<file path="config.mk">
export PLATFORM = sky130hd
export DESIGN_NAME = random_requester
export DESIGN_NICKNAME = d
export VERILOG_FILES = /design/src/rtl/random_requester_pkg.sv /design/src/rtl/serial_mod.sv /design/src/rtl/random_requester.sv
export SDC_FILE = /design/constraint.sdc
export NUM_CORES = 1
export LEC_CHECK = 0
export CAP_MARGIN = 10
export CORE_MARGIN = 4
export CORE_UTILIZATION = 63
export DETAILED_ROUTE_END_ITERATION = 6
export DONT_BUFFER_PORTS = 1
export PLACE_DENSITY = 0.79
export SYNTH_ARGS = -nofsm -noshare
export SYNTH_HDL_FRONTEND = slang
export SYNTH_SLANG_ARGS = --single-unit
export TNS_END_PERCENT = 100
</file>
<file path="constraint.sdc">
create_clock -name clk -period 5.7 [get_ports clk]
set_input_delay 1.14 -clock clk [delete_from_list [all_inputs] [get_ports clk]]
set_output_delay 1.14 -clock clk [all_outputs]
set_load 0.02 [all_outputs]
</file>
<file path="src/rtl/random_requester_pkg.sv">
// Shared constants for the random requester: FSM state encoding and the LCG
// generator parameters that the bench model reproduces.
package random_requester_pkg;

    localparam logic [2:0] ST_IDLE    = 3'd0;
    localparam logic [2:0] ST_REQ     = 3'd1;
    localparam logic [2:0] ST_WAIT    = 3'd2;
    localparam logic [2:0] ST_CAPTURE = 3'd3;
    localparam logic [2:0] ST_DIV     = 3'd4;
    localparam logic [2:0] ST_DONE    = 3'd5;

    // LCG: x' = (a*x + c) mod 2^31
    localparam logic [31:0] LCG_SEED = 32'd13;
    localparam logic [31:0] LCG_A    = 32'd22695477;
    localparam logic [31:0] LCG_C    = 32'd1;
    localparam int          LCG_BITS = 31;

endpackage

</file>
<file path="src/rtl/serial_mod.sv">
// Bit-serial restoring remainder: 32 steps, MSB first. done and remainder are
// valid during the cycle whose edge performs the final step.
module serial_mod #(
    parameter int RANGE_W = 16
) (
    input  logic               clk,
    input  logic               reset,
    input  logic               start,
    input  logic [31:0]        dividend,
    input  logic [RANGE_W-1:0] divisor,
    output logic               done,
    output logic [RANGE_W-1:0] remainder
);

    logic [31:0]      dvd_reg;
    logic [RANGE_W:0] rem_reg;
    logic [4:0]       idx_reg;
    logic             active_reg;
    logic [RANGE_W:0] shifted;
    logic [RANGE_W:0] rem_next;

    // rem is always < divisor, so its low RANGE_W bits carry the full value
    always_comb begin
        shifted  = {rem_reg[RANGE_W-1:0], dvd_reg[idx_reg]};
        rem_next = shifted;
        if (shifted >= {1'b0, divisor}) begin
            rem_next = shifted - {1'b0, divisor};
        end
    end

    assign done      = active_reg && (idx_reg == 5'd0);
    assign remainder = rem_next[RANGE_W-1:0];

    always_ff @(posedge clk or posedge reset) begin
        if (reset) begin
            dvd_reg    <= '0;
            rem_reg    <= '0;
            idx_reg    <= '0;
            active_reg <= 1'b0;
        end else if (start) begin
            dvd_reg    <= dividend;
            rem_reg    <= '0;
            idx_reg    <= 5'd31;
            active_reg <= 1'b1;
        end else if (active_reg) begin
            rem_reg <= rem_next;
            idx_reg <= idx_reg - 5'd1;
            if (idx_reg == 5'd0) begin
                active_reg <= 1'b0;
            end
        end
    end

endmodule

</file>
<file path="src/rtl/random_requester.sv">
// Requests one value from the LCG generator, reduces it modulo range and
// returns it over a valid/ready handshake.
module random_requester
    import random_requester_pkg::*;
#(
    parameter int RANGE_W     = 16,
    parameter int WAIT_CYCLES = 4,
    parameter int DROP_LSB    = 0
) (
    input  logic               clk,
    input  logic               reset,
    input  logic               start,
    input  logic [RANGE_W-1:0] range,
    output logic               rnd_request,
    input  logic [31:0]        rnd_in,
    output logic               busy,
    output logic               result_valid,
    input  logic               result_ready,
    output logic [RANGE_W-1:0] result,
    output logic               range_err
);

    logic [2:0]         state_reg;
    logic [RANGE_W-1:0] range_reg;
    logic [15:0]        wcnt_reg;
    logic [31:0]        dividend;
    logic               mod_start;
    logic               mod_done;
    logic [RANGE_W-1:0] mod_rem;

    assign busy      = (state_reg != ST_IDLE);
    assign dividend  = rnd_in >> DROP_LSB;
    assign mod_start = (state_reg == ST_CAPTURE);

    serial_mod #(
        .RANGE_W (RANGE_W)
    ) u_serial_mod (
        .clk       (clk),
        .reset     (reset),
        .start     (mod_start),
        .dividend  (dividend),
        .divisor   (range_reg),
        .done      (mod_done),
        .remainder (mod_rem)
    );

    always_ff @(posedge clk or posedge reset) begin
        if (reset) begin
            state_reg    <= ST_IDLE;
            range_reg    <= '0;
            wcnt_reg     <= '0;
            rnd_request  <= 1'b0;
            result_valid <= 1'b0;
            result       <= '0;
            range_err    <= 1'b0;
        end else begin
            case (state_reg)
                ST_IDLE: begin
                    if (start) begin
                        if (range != '0) begin
                            range_reg   <= range;
                            rnd_request <= 1'b1;
                            state_reg   <= ST_REQ;
                        end else begin
                            // A zero modulus is reported without bothering the generator
                            result       <= '0;
                            range_err    <= 1'b1;
                            result_valid <= 1'b1;
                            state_reg    <= ST_DONE;
                        end
                    end
                end
                ST_REQ: begin
                    rnd_request <= 1'b0;
                    wcnt_reg    <= '0;
                    state_reg   <= ST_WAIT;
                end
                ST_WAIT: begin
                    wcnt_reg <= wcnt_reg + 16'd1;
                    if (wcnt_reg == 16'(WAIT_CYCLES - 1)) begin
                        state_reg <= ST_CAPTURE;
                    end
                end
                ST_CAPTURE: begin
                    state_reg <= ST_DIV;
                end
                ST_DIV: begin
                    if (mod_done) begin
                        result       <= mod_rem;
                        range_err    <= 1'b0;
                        result_valid <= 1'b1;
                        state_reg    <= ST_DONE;
                    end
                end
                ST_DONE: begin
                    if (result_valid && result_ready) begin
                        result_valid <= 1'b0;
                        state_reg    <= ST_IDLE;
                    end
                end
                default: begin
                    state_reg <= ST_IDLE;
                end
            endcase
        end
    end

endmodule

</file>
* Word-level counts from Yosys, hierarchy flattened
Cells that the tools add are included.
** Word-level totals
- Flip-flop bits (word level) :: 108
- Bits in latches :: 0
- Memory bits (writable) :: 0
- Bits in read-only memories :: 0
- Input port bits :: 52
- Output and inout port bits :: 20
- Word-level logic and storage cells :: 75
- Memories :: 0
** Cells by class
- $add $sub $neg :: 3
- Multipliers :: 0
- Div/mod/pow operators :: 0
- $lt $le $gt $ge :: 2
- Equal/unequal tests :: 12
- Shift operators :: 0
- Multiplexer cells :: 31
- Bitwise operators :: 0
- Reductions and logical operators :: 16
** Operators by type and width (number)
- two-way mux 16 bit :: 6
- one-hot mux 16 bit (2 select lines) :: 2
- one-hot mux 3 bit (6 select lines) :: 1
- >= comparator 17 x 16 -> 1 bit :: 1
- adder 16 x 1 -> 16 bit (second input constant) :: 1
- equality test 16 x 2 -> 1 bit (second input constant) :: 1
- nonzero test 16 bit :: 1
- subtractor 16 bit :: 1
- two-way mux 3 bit :: 5
- inequality test 2 bit (second input constant) :: 6
- two-way mux 1 bit :: 11
- two-way mux 5 bit :: 2
- AND reduction 4 bit :: 2
- nonzero test 2 bit :: 4
- equality test 3 x 2 -> 1 bit (second input constant) :: 2
- equality test 3 bit (second input constant) :: 2
- < comparator 5 x 6 -> 1 bit (second input constant) :: 1
- AND reduction 3 bit :: 2
- nonzero test 3 bit :: 2
- binary-select mux 1 bit (select 5 bit) :: 1
- zero test 5 bit :: 1
- AND reduction 5 bit :: 1
- subtractor 5 x 1 -> 5 bit (second input constant) :: 1
- one-hot mux 1 bit (2 select lines) :: 2
- 4 further kinds :: 5

* Longest topological paths before layout
Gate-level depths: netlist of the first run.
- Depth in word-level cells :: 6
- Mapped depth :: 16
- Gate-level depth less buffers :: 15

* Modules after synthesis
A second synthesis of the first run with hierarchy kept.
** Second synthesis, totals
- Cell total of the unflattened synthesis :: 550
- Area, all modules :: 5948.2 um^2
** Modules (own cells, without submodules)
- serial_mod :: times used 1, cells each 349, area each 3567.2 um^2, sequential area each 1351.3 um^2
- random_requester :: times used 1, cells each 201, area each 2381.0 um^2, sequential area each 1351.3 um^2

* Least setup slack after synthesis of the first run
Ideal clock, no wire load.
- Path kind :: reg-to-reg
- Start point :: register u_serial_mod.idx_reg[0]
- End point :: register u_serial_mod.rem_reg[14]
- Setup time :: 0.082 ns
- Data arrival time :: 3.693 ns
- Data required time :: 5.618 ns
- Setup slack :: 1.925 ns
- Stages on the path, launching flop included :: 17
- Buffers on the path :: 2
- Clock period less this slack :: 3.775 ns
- Cells stage by stage :: dfrtp_1 -> buf_2 -> buf_2 -> mux2i_1 -> a22oi_1 -> and4_1 -> nor4_1 -> ha_1 -> inv_1 -> fa_1 -> a21o_1 -> a221oi_1 -> o211ai_1 -> a41oi_1 -> xnor2_1 -> nand2_1 -> a31oi_1
** Between the ends
- Word-level cells in the longest chain between the ends :: 6
- Elaborated cells on any way between the ends :: 7
- Classes of those cells :: add/sub: 1; order compare: 1; mux: 5
** Ends and longest elaborated chain
- start, declared :: line serial_mod.sv:17 : logic [4:0] idx_reg;
- start signal, assigned :: line serial_mod.sv:47 : idx_reg <= idx_reg - 5'd1;
- binary-select mux 1 bit (select 5 bit) (*) :: line serial_mod.sv:24 : shifted = {rem_reg[RANGE_W-1:0], dvd_reg[idx_reg]};
- two-way mux 1 bit (not written as such) (*) :: line serial_mod.sv:24
- subtractor 16 bit or >= comparator 17 x 16 -> 1 bit (tied branches) :: line serial_mod.sv:27, serial_mod.sv:26
- two-way mux 16 bit (*) :: line serial_mod.sv:26 : if (shifted >= {1'b0, divisor}) begin
- two-way mux 16 bit (*) :: line serial_mod.sv:45 : end else if (active_reg) begin
- two-way mux 16 bit (*) :: line serial_mod.sv:40 : end else if (start) begin
- end signal, assigned :: line serial_mod.sv:46 : rem_reg <= rem_next;
- end, declared :: line serial_mod.sv:16 : logic [RANGE_W:0] rem_reg;
Every way passes the cells marked *; elsewhere a longest branch is shown, timed or not. The select of a mux whose other input is x is not followed.
A chain may end at the register's enable or synchronous reset.

* Worst setup path after layout of the first run
- Start point :: register u_serial_mod.idx_reg[0]
- End point :: register result[14]
** Between the ends
- Word-level cells in the longest chain between the ends :: 6
- Elaborated cells on any way between the ends :: 11
- Classes of those cells :: add/sub: 1; order compare: 1; eq/ne: 1; mux: 5; reduce/logical: 3
** Ends and longest elaborated chain
- binary-select mux 1 bit (select 5 bit) :: line serial_mod.sv:24
- two-way mux 1 bit (not written as such) :: line serial_mod.sv:24
- subtractor 16 bit or >= comparator 17 x 16 -> 1 bit (tied branches) :: line serial_mod.sv:27, serial_mod.sv:26
- two-way mux 16 bit :: line serial_mod.sv:26
- two-way mux 16 bit :: line random_requester.sv:88 : if (mod_done) begin
- one-hot mux 16 bit (2 select lines) :: line random_requester.sv:57 : case (state_reg)
- end signal, assigned :: line random_requester.sv:89 : result <= mod_rem;
- end, declared :: line random_requester.sv:19 : output logic [RANGE_W-1:0] result,
Several ways; a longest one is shown, not always the timed one. The select of a mux whose other input is x is not followed.

==> results of run 1 <==
-- through the flow --
| stage | setup slack [ps] | power (mW) | instances | hold slack, ps |
|---|---|---|---|---|
| 3_3_place_gp | 1220 | 3.51 | 692 | 460 |
| 6_report | 972 | 4.09 | 708 | 490 |
| 2_1_floorplan | 1710 | 3.18 | 613 | 440 |
| 3_5_place_dp | 1080 | 3.60 | 692 | 462 |
| 5_1_grt | 588 | 4.44 | 708 | 514 |
| 4_1_cts | 987 | 4.10 | 708 | 491 |
-- final cells by class --
type | count | share of cell area, %
Multi-Input combinational cell | 445 | 47.2
Sequential cell | 108 | 44.9
Tap cell | 108 | 2.25
Clock buffer | 9 | 2.06
Inverter | 28 | 1.79
Clock inverter | 7 | 1.39
Timing Repair Buffer | 3 | 0.374
-- cells by family (layout without fill, tap and decap cells) --
kind of cell,after synthesis,count (layout)
simple gates,234,234
flops,108,108
xor+xnor,16,16
buf+inv,60,47
fa+ha+maj,21,21
mux,50,50
compound gates,124,124
-- power groups by stage --
stage               Sequential, mW  Combinational [mW]  Clock (mW)
floorplan                     1.34                1.84           0
global placement              1.47                2.04           0
detailed placement            1.47                2.13           0
finish                        1.46                2.16       0.477
global route                  1.51                2.40       0.528
CTS                           1.46                2.15       0.491
-- placed cells by master (no fill, tap or decap), types with 4 or more instances in the layout --
cell type,count
nand2_1,146
dfrtp_1,108
o21ai_0,40
mux2i_1,32
inv_1,25
a21oi_1,22
ha_1,20
nand3_1,16
mux2_2,16
xnor2_1,12
nor2_1,10
a21o_1,9
a31oi_1,9
nor4_1,9
clkbuf_8,9
nor3_1,8
nand4_1,8
and3_1,6
and2_1,6
a211oi_1,5
o21ai_1,5
and4_1,4
a22o_1,4
xor2_1,4
-- metal layers --
layer	vias to the layer above	GRT usage, %	wire length [um]
met5	-	0	0
met4	0	5.41	182
met3	14	5.15	518
met2	92	40.3	6220
met1	2120	30.2	5290
li1	2129	-	-
-- worst reg2reg max path, cell delays in order, from the launching register on --
cell,delay (ps)
dfrtp_1,950
mux4_2,610
mux2i_1,180
nor3b_1,70
nor4_1,570
ha_1,270
inv_1,50
fa_1,400
a21o_1,210
a221oi_1,380
o211ai_1,210
a41oi_1,280
xnor2_1,150
nand2_1,100
o21ai_0,210
-- path summary, 6_finish.rpt --
| path | to | from | slack (ps) | depth (start not counted) |
|---|---|---|---|---|
| setup / recovery | result[14] | u_serial_mod.idx_reg[0] | 970 | 14 |
| hold / removal | u_serial_mod.dvd_reg[16] | u_serial_mod.dvd_reg[16] | 490 | 2 |
| setup reg to reg | result[14] | u_serial_mod.idx_reg[0] | 970 | 14 |
| hold reg to reg | u_serial_mod.dvd_reg[16] | u_serial_mod.dvd_reg[16] | 490 | 2 |
| max in group asynchronous | u_serial_mod.rem_reg[10] | reset | 3860 | 2 |
| min in group asynchronous | wcnt_reg[3] | reset | 730 | 1 |
==> summary.txt, run 1 <==
Final layout
  – Layout cells sized above 1: 8.50%
  – Storage cell area: 2700 um2
  – Final net count: between 600 and 700
  – Final design area excluding fillers: 6020 um2
  – Multi-input gate area: between 2000 and 3000 um2
  – Fillcell total: 702
  – Utilization after layout: 68.0%
  – ANT cells: 0
  – Max reg flops: 32
  – Area delta synth->final: 3.87%

Logic synthesis
  – Synth Area in Adders: 4.67%
  – Seq/Total Area, Yosys: 46.7%
  – Synthesis warning total: 0
  – Largest cells by area after synthesis: dfrtp_1 47%, nand2_1 9.5%, mux2i_1 5.5%
  – Top-count cell post-synth: nand2_1
  – Main combinational cell family by area after synthesis: simple AND/OR/NAND/NOR gates
  – Seq cells post-synth: 108
  – EDFF count, synth: 0
  – Avg Inst Size Synth: between 9 and 10 um2
  – Mux share of post-synthesis cell area: approximately a tenth
  – Synth cell types: between 60 and 70
  – Gate Count Post-Synth: 613
  – Post-Synth Simple-Gate Area: around a fifth
  – Top cells by count, synth: 146 x nand2_1, 108 x dfrtp_1, 40 x o21ai_0, 32 x mux2i_1, 26 x inv_1
  – Post-synthesis async set-or-reset flop share: 100%
  – Synth Net Count: 686
  – Post-synth top area share: 46.7%
  – XOR/XNOR Fraction of Synth Area: under 10%
  – Compound-cell area share of the yosys netlist: ~14%
  – Mapped cell area: 5790 um2
  – Synth Flop Type: dfrtp_1
  – Cell taking the most area after synthesis: dfrtp_1

Worst setup path
  – Arrival time at the worst endpoint: 5020 ps
  – Worst-path maximum fanout: 17
  – Crit path max-delay cell type: dfrtp_1
  – Worst EP required: 5990 ps
  – Kind of critical path: reg -> reg
  – Startpoint types: flop
  – Crit path buffers/inverters: 1
  – Crit-path leading delay family: compound AO/OA/AOI/OAI gates
  – Crit path cell chain: mux4_2 > mux2i_1 > nor3b_1 > nor4_1 > ha_1 > inv_1 > fa_1 > a21o_1 > a221oi_1 > o211ai_1 > a41oi_1 > xnor2_1 > nand2_1 > o21ai_0
  – CP endpoint kind: flop
  – CP max stage delay: between 900 and 1000 ps

Pwr
  – Sw Share: 45.9%
  – Int Pwr: 2.22 mW
  – P per Cell Area: 680 nW/um2
  – Sequential power share: 35.7%
  – Worst IR Drop VDD: 0.325 mV
  – Psw: 1.88 mW
  – Leak: 2.88 nW
  – Gate power share: 52.7%
  – Clock share of power: roughly 12%

Global routing
  – Initial antenna violation count: 0
  – Largest net degree at the start of global routing: 61
  – Tot GR Track Use: 23.3%
  – First-pass GRT wire length: 20.9 mm
  – GR Overflow Total: 0
  – Vias in the first global route: 4361

Floorplan
  – I/O pin total: 72
  – Die H: 104 um
  – Die area: approximately 11000 um2
  – Die Span X: 104 um
  – Initial Util: 65.5%
  – Rows: 34
  – Core area: 8850 um2

STA
  – Slew Limit Headroom: 31.6%
  – RSZ-0062 raised after global routing: false
  – Slew @ Worst Pin: 1020 ps
  – Setup violations, final: 0
  – Final period util: 82.9%
  – Fin crit period: approximately 4700 ps
  – Hold violation total from the final report: 0
  – Setup TNS: 0 ps
  – Worst Skew: about 15 ps
  – Slew Viols, Final: 0
  – Peak Freq: 0.212 GHz

Routing
  – Total wire length: 12.2 mm
  – WL/cell: between 15 and 20 um
  – Vias: 4355
  – Drt via density: approximately 6.2
  – 1st-iter DRT viols: 214
  – DR pass1 iterations: 5
  – DRC viols: 0
  – Routed Antenna Nets: 0

Min path
  – Hold Path Class: reg -> reg

Clock network
  – Post-cts sizing count: 0
  – Clock transition at path regs: 120 ps
  – CTS H-tree depth: 3
  – Root Buffer: clkbuf_8
  – CTS Hold Buffers Added: 0
  – Clock Path Buffers: 2
  – Clk sinks: 108
  – TritonCTS clock tree: done
  – Number of buffers created by CTS: 9
  – Post-CTS Setup Inserts: 0
  – Worst-Skew Late Latency: 380 ps

Place
  – Hpwl dp: 8.69 mm
  – RePlAce Congestion: 0.863
  – DP Area: between 5000 and 6000 um2
  – IO Port Bufs: 0

Run status
  – Status: complete, no violations

Flow run
  – Max-cap viol count: 0
(Power assumes the default switching activity.)
==> run 2, diff against run 1 <==
Settings changed: CORE_UTILIZATION 63 to 58, PLACE_DENSITY 0.79 to 0.76.
Clock period 5.7 ns to 3.9 ns, I/O delays scaled along.
==> summary.txt, run 2 (synthesis gave the netlist of run 1 again) <==
Pwr
  – P per Cell Area: 994 nW/um2 (+46%)
  – Leak: 2.92 nW (+1.3%)
  – Worst IR Drop VDD: 0.453 mV (+39%)

Routing
  – DRC viols: 0 (unchanged)
  – Routed Antenna Nets: 0 (unchanged)
  – WL/cell: 16.9 um (-2.3%)
  – 1st-iter DRT viols: 174 (-19%)
  – Vias: 4408 (+1.2%)
  – Total wire length: 12.5 mm (+2.2%)
  – DR pass1 iterations: 5 (unchanged)
  – Drt via density: 5.95 (-3.3%)

Global routing
  – GR Overflow Total: 0 (unchanged)
  – Largest net degree at the start of global routing: 88 (+44%)
  – Vias in the first global route: 4348 (-0.30%)
  – Tot GR Track Use: 22.6% (-0.73 points)
  – Initial antenna violation count: 0 (unchanged)
  – First-pass GRT wire length: 20.5 mm (-1.9%)

Worst setup path
  – Crit path buffers/inverters: 2 (+1)
  – Worst EP required: 4220 ps (-1770 ps)
  – Arrival time at the worst endpoint: 3940 ps (-1080 ps)
  – Startpoint types: flop
  – CP max stage delay: 470 ps (-480 ps)
  – CP endpoint: u_serial_mod.rem_reg[14]
  – Kind of critical path: reg -> reg
  – Worst R2R End: u_serial_mod.rem_reg[14]
  – Worst-path maximum fanout: 9 (-8)
  – Crit path max-delay cell type: dfrtp_2
  – Worst reg-to-reg setup slack: 290 ps (-680 ps)
  – FF-to-FF path depth: 15 (+1)
  – Worst reg2reg path startpoint: u_serial_mod.idx_reg[0]
  – Worst Setup SP: u_serial_mod.idx_reg[0]
  – Stages on the worst setup path: 15 (+1)
  – Crit path cell chain: buf_6 > mux2i_1 > a22oi_1 > and4_1 > nor4_4 > ha_1 > inv_1 > fa_1 > a21o_1 > a221oi_2 > o211ai_1 > a41oi_1 > xnor2_1 > nand2_1 > a31oi_1
  – CP endpoint kind: flop
  – Crit-path leading delay family: compound AO/OA/AOI/OAI gates

Floorplan
  – Initial Util: 59.5% (-5.9 points)
  – Die area: 11700 um2 (+7.9%)
  – I/O pin total: 72 (unchanged)
  – Core area: 9730 um2 (+10%)
  – Rows: 36 (+5.9%)
  – Die H: 108 um (+3.9%)
  – Die Span X: 108 um (+3.9%)

Run status
  – Status: complete, no violations

STA
  – Peak Freq: 0.277 GHz (+31%)
  – Hold violation total from the final report: 0 (unchanged)
  – Setup violations, final: 0 (unchanged)
  – Fin crit period: 3610 ps (-1120 ps)
  – RSZ-0062 raised after global routing: false
  – Slew Viols, Final: 0 (unchanged)
  – Final period util: 92.6% (+9.7 points)
  – Slew @ Worst Pin: 1030 ps (+10.7 ps)
  – Min Hold Slack: 478 ps (-12.5 ps)
  – Slew Limit Headroom: 31.0% (-0.63 points)
  – Worst Skew: 13.6 ps (-1.04 ps)

Clock network
  – Number of buffers created by CTS: 9 (unchanged)
  – CTS H-tree depth: 3 (unchanged)
  – CTS Hold Buffers Added: 0 (unchanged)
  – Clk sinks: 108 (unchanged)
  – TritonCTS clock tree: done
  – Root Buffer: clkbuf_8
  – Worst-Skew Late Latency: 400 ps (+20 ps)
  – Clock transition at path regs: 110 ps (about the same)
  – Clock Path Buffers: 2 (unchanged)

Final layout
  – Layout cells sized above 1: 10.2% (+1.7 points)
  – Final net count: 676 (+1.2%)
  – Area delta synth->final: 5.92%
  – Max reg flops: 32 (unchanged)
  – Utilization after layout: 63.1% (-4.9 points)
  – ANT cells: 0 (unchanged)
  – Fillcell total: 829 (+18%)
  – Most frequent cells in the layout: 146 x nand2_1, 107 x dfrtp_1, 40 x o21ai_0
  – Commonest non-fill, non-tap cell in the layout: nand2_1

Place
  – IO Port Bufs: 0 (unchanged)
  – Hpwl dp: 9.14 mm (+5.2%)
  – RePlAce Congestion: 0.845 (-2.1%)

Min path
  – Hold Path Class: in -> reg

Flow run
  – Max-cap viol count: 0 (unchanged)
-- run 2: cell count changes in the layout (fill, tap and decap cells not counted), sizes merged --
cell / previous run / this run
buf: 3 / 11
inv: 32 / 29
bufinv: 0 / 1
clkinvlp: 0 / 2
-- run 2: final cells by class --
class,instances,area (um2),area share [%]
multi-input combinational,445,2860,46.7
clock buffer,9,124,2.02
sequential,108,2700,44.1
tap,133,166,2.71
inverter,28,108,1.75
timing repair buffer,11,86.3,1.41
clock inverter,7,85.1,1.39
-- run 2: power by group --
group / internal [mW] / switching [mW]
combinational: 1.45 / 1.81
sequential: 1.61 / 0.514
clock: 0.307 / 0.408
total: 3.37 / 2.73
-- run 2: worst min path at each step --
stage	start	slack (ps)	to	cells past startpoint
global placement	u_serial_mod.dvd_reg[7]	460	u_serial_mod.dvd_reg[7]	2
global route	rnd_in[1]	460	u_serial_mod.dvd_reg[1]	2
CTS	rnd_in[22]	460	u_serial_mod.dvd_reg[22]	2
finish	rnd_in[22]	480	u_serial_mod.dvd_reg[22]	2
detailed placement	u_serial_mod.dvd_reg[12]	460	u_serial_mod.dvd_reg[12]	2
floorplan	u_serial_mod.dvd_reg[14]	440	u_serial_mod.dvd_reg[14]	2
-- run 2: metrics by stage --
step	cell area, um2	setup slack [ps]	total power [mW]	cells	setup TNS, ps
2_1_floorplan	5790	125	4.65	613	0
3_3_place_gp	5900	161	5.24	725	0
3_5_place_dp	5900	-81.1	5.33	725	-160
4_1_cts	6110	54.1	6.08	741	0
5_1_grt	6140	44.5	6.62	741	0
6_report	6140	288	6.10	741	0
-- run 2: per-layer routing --
layer  share of wire (%)  GRT usage, %  vias to the layer above
li1                    -             -                     2134
met1                  42          28.7                     2134
met2                  50          37.5                      120
met3                 6.6          6.45                       20
met4                 1.9          7.57                        0
met5                   0             0                        -
-- run 2: what timing repair did --
item,CTS,global route
gates cloned,0,0
setup buffers,0,0
resized for setup,2,4
endpoints found under the setup margin,4,5
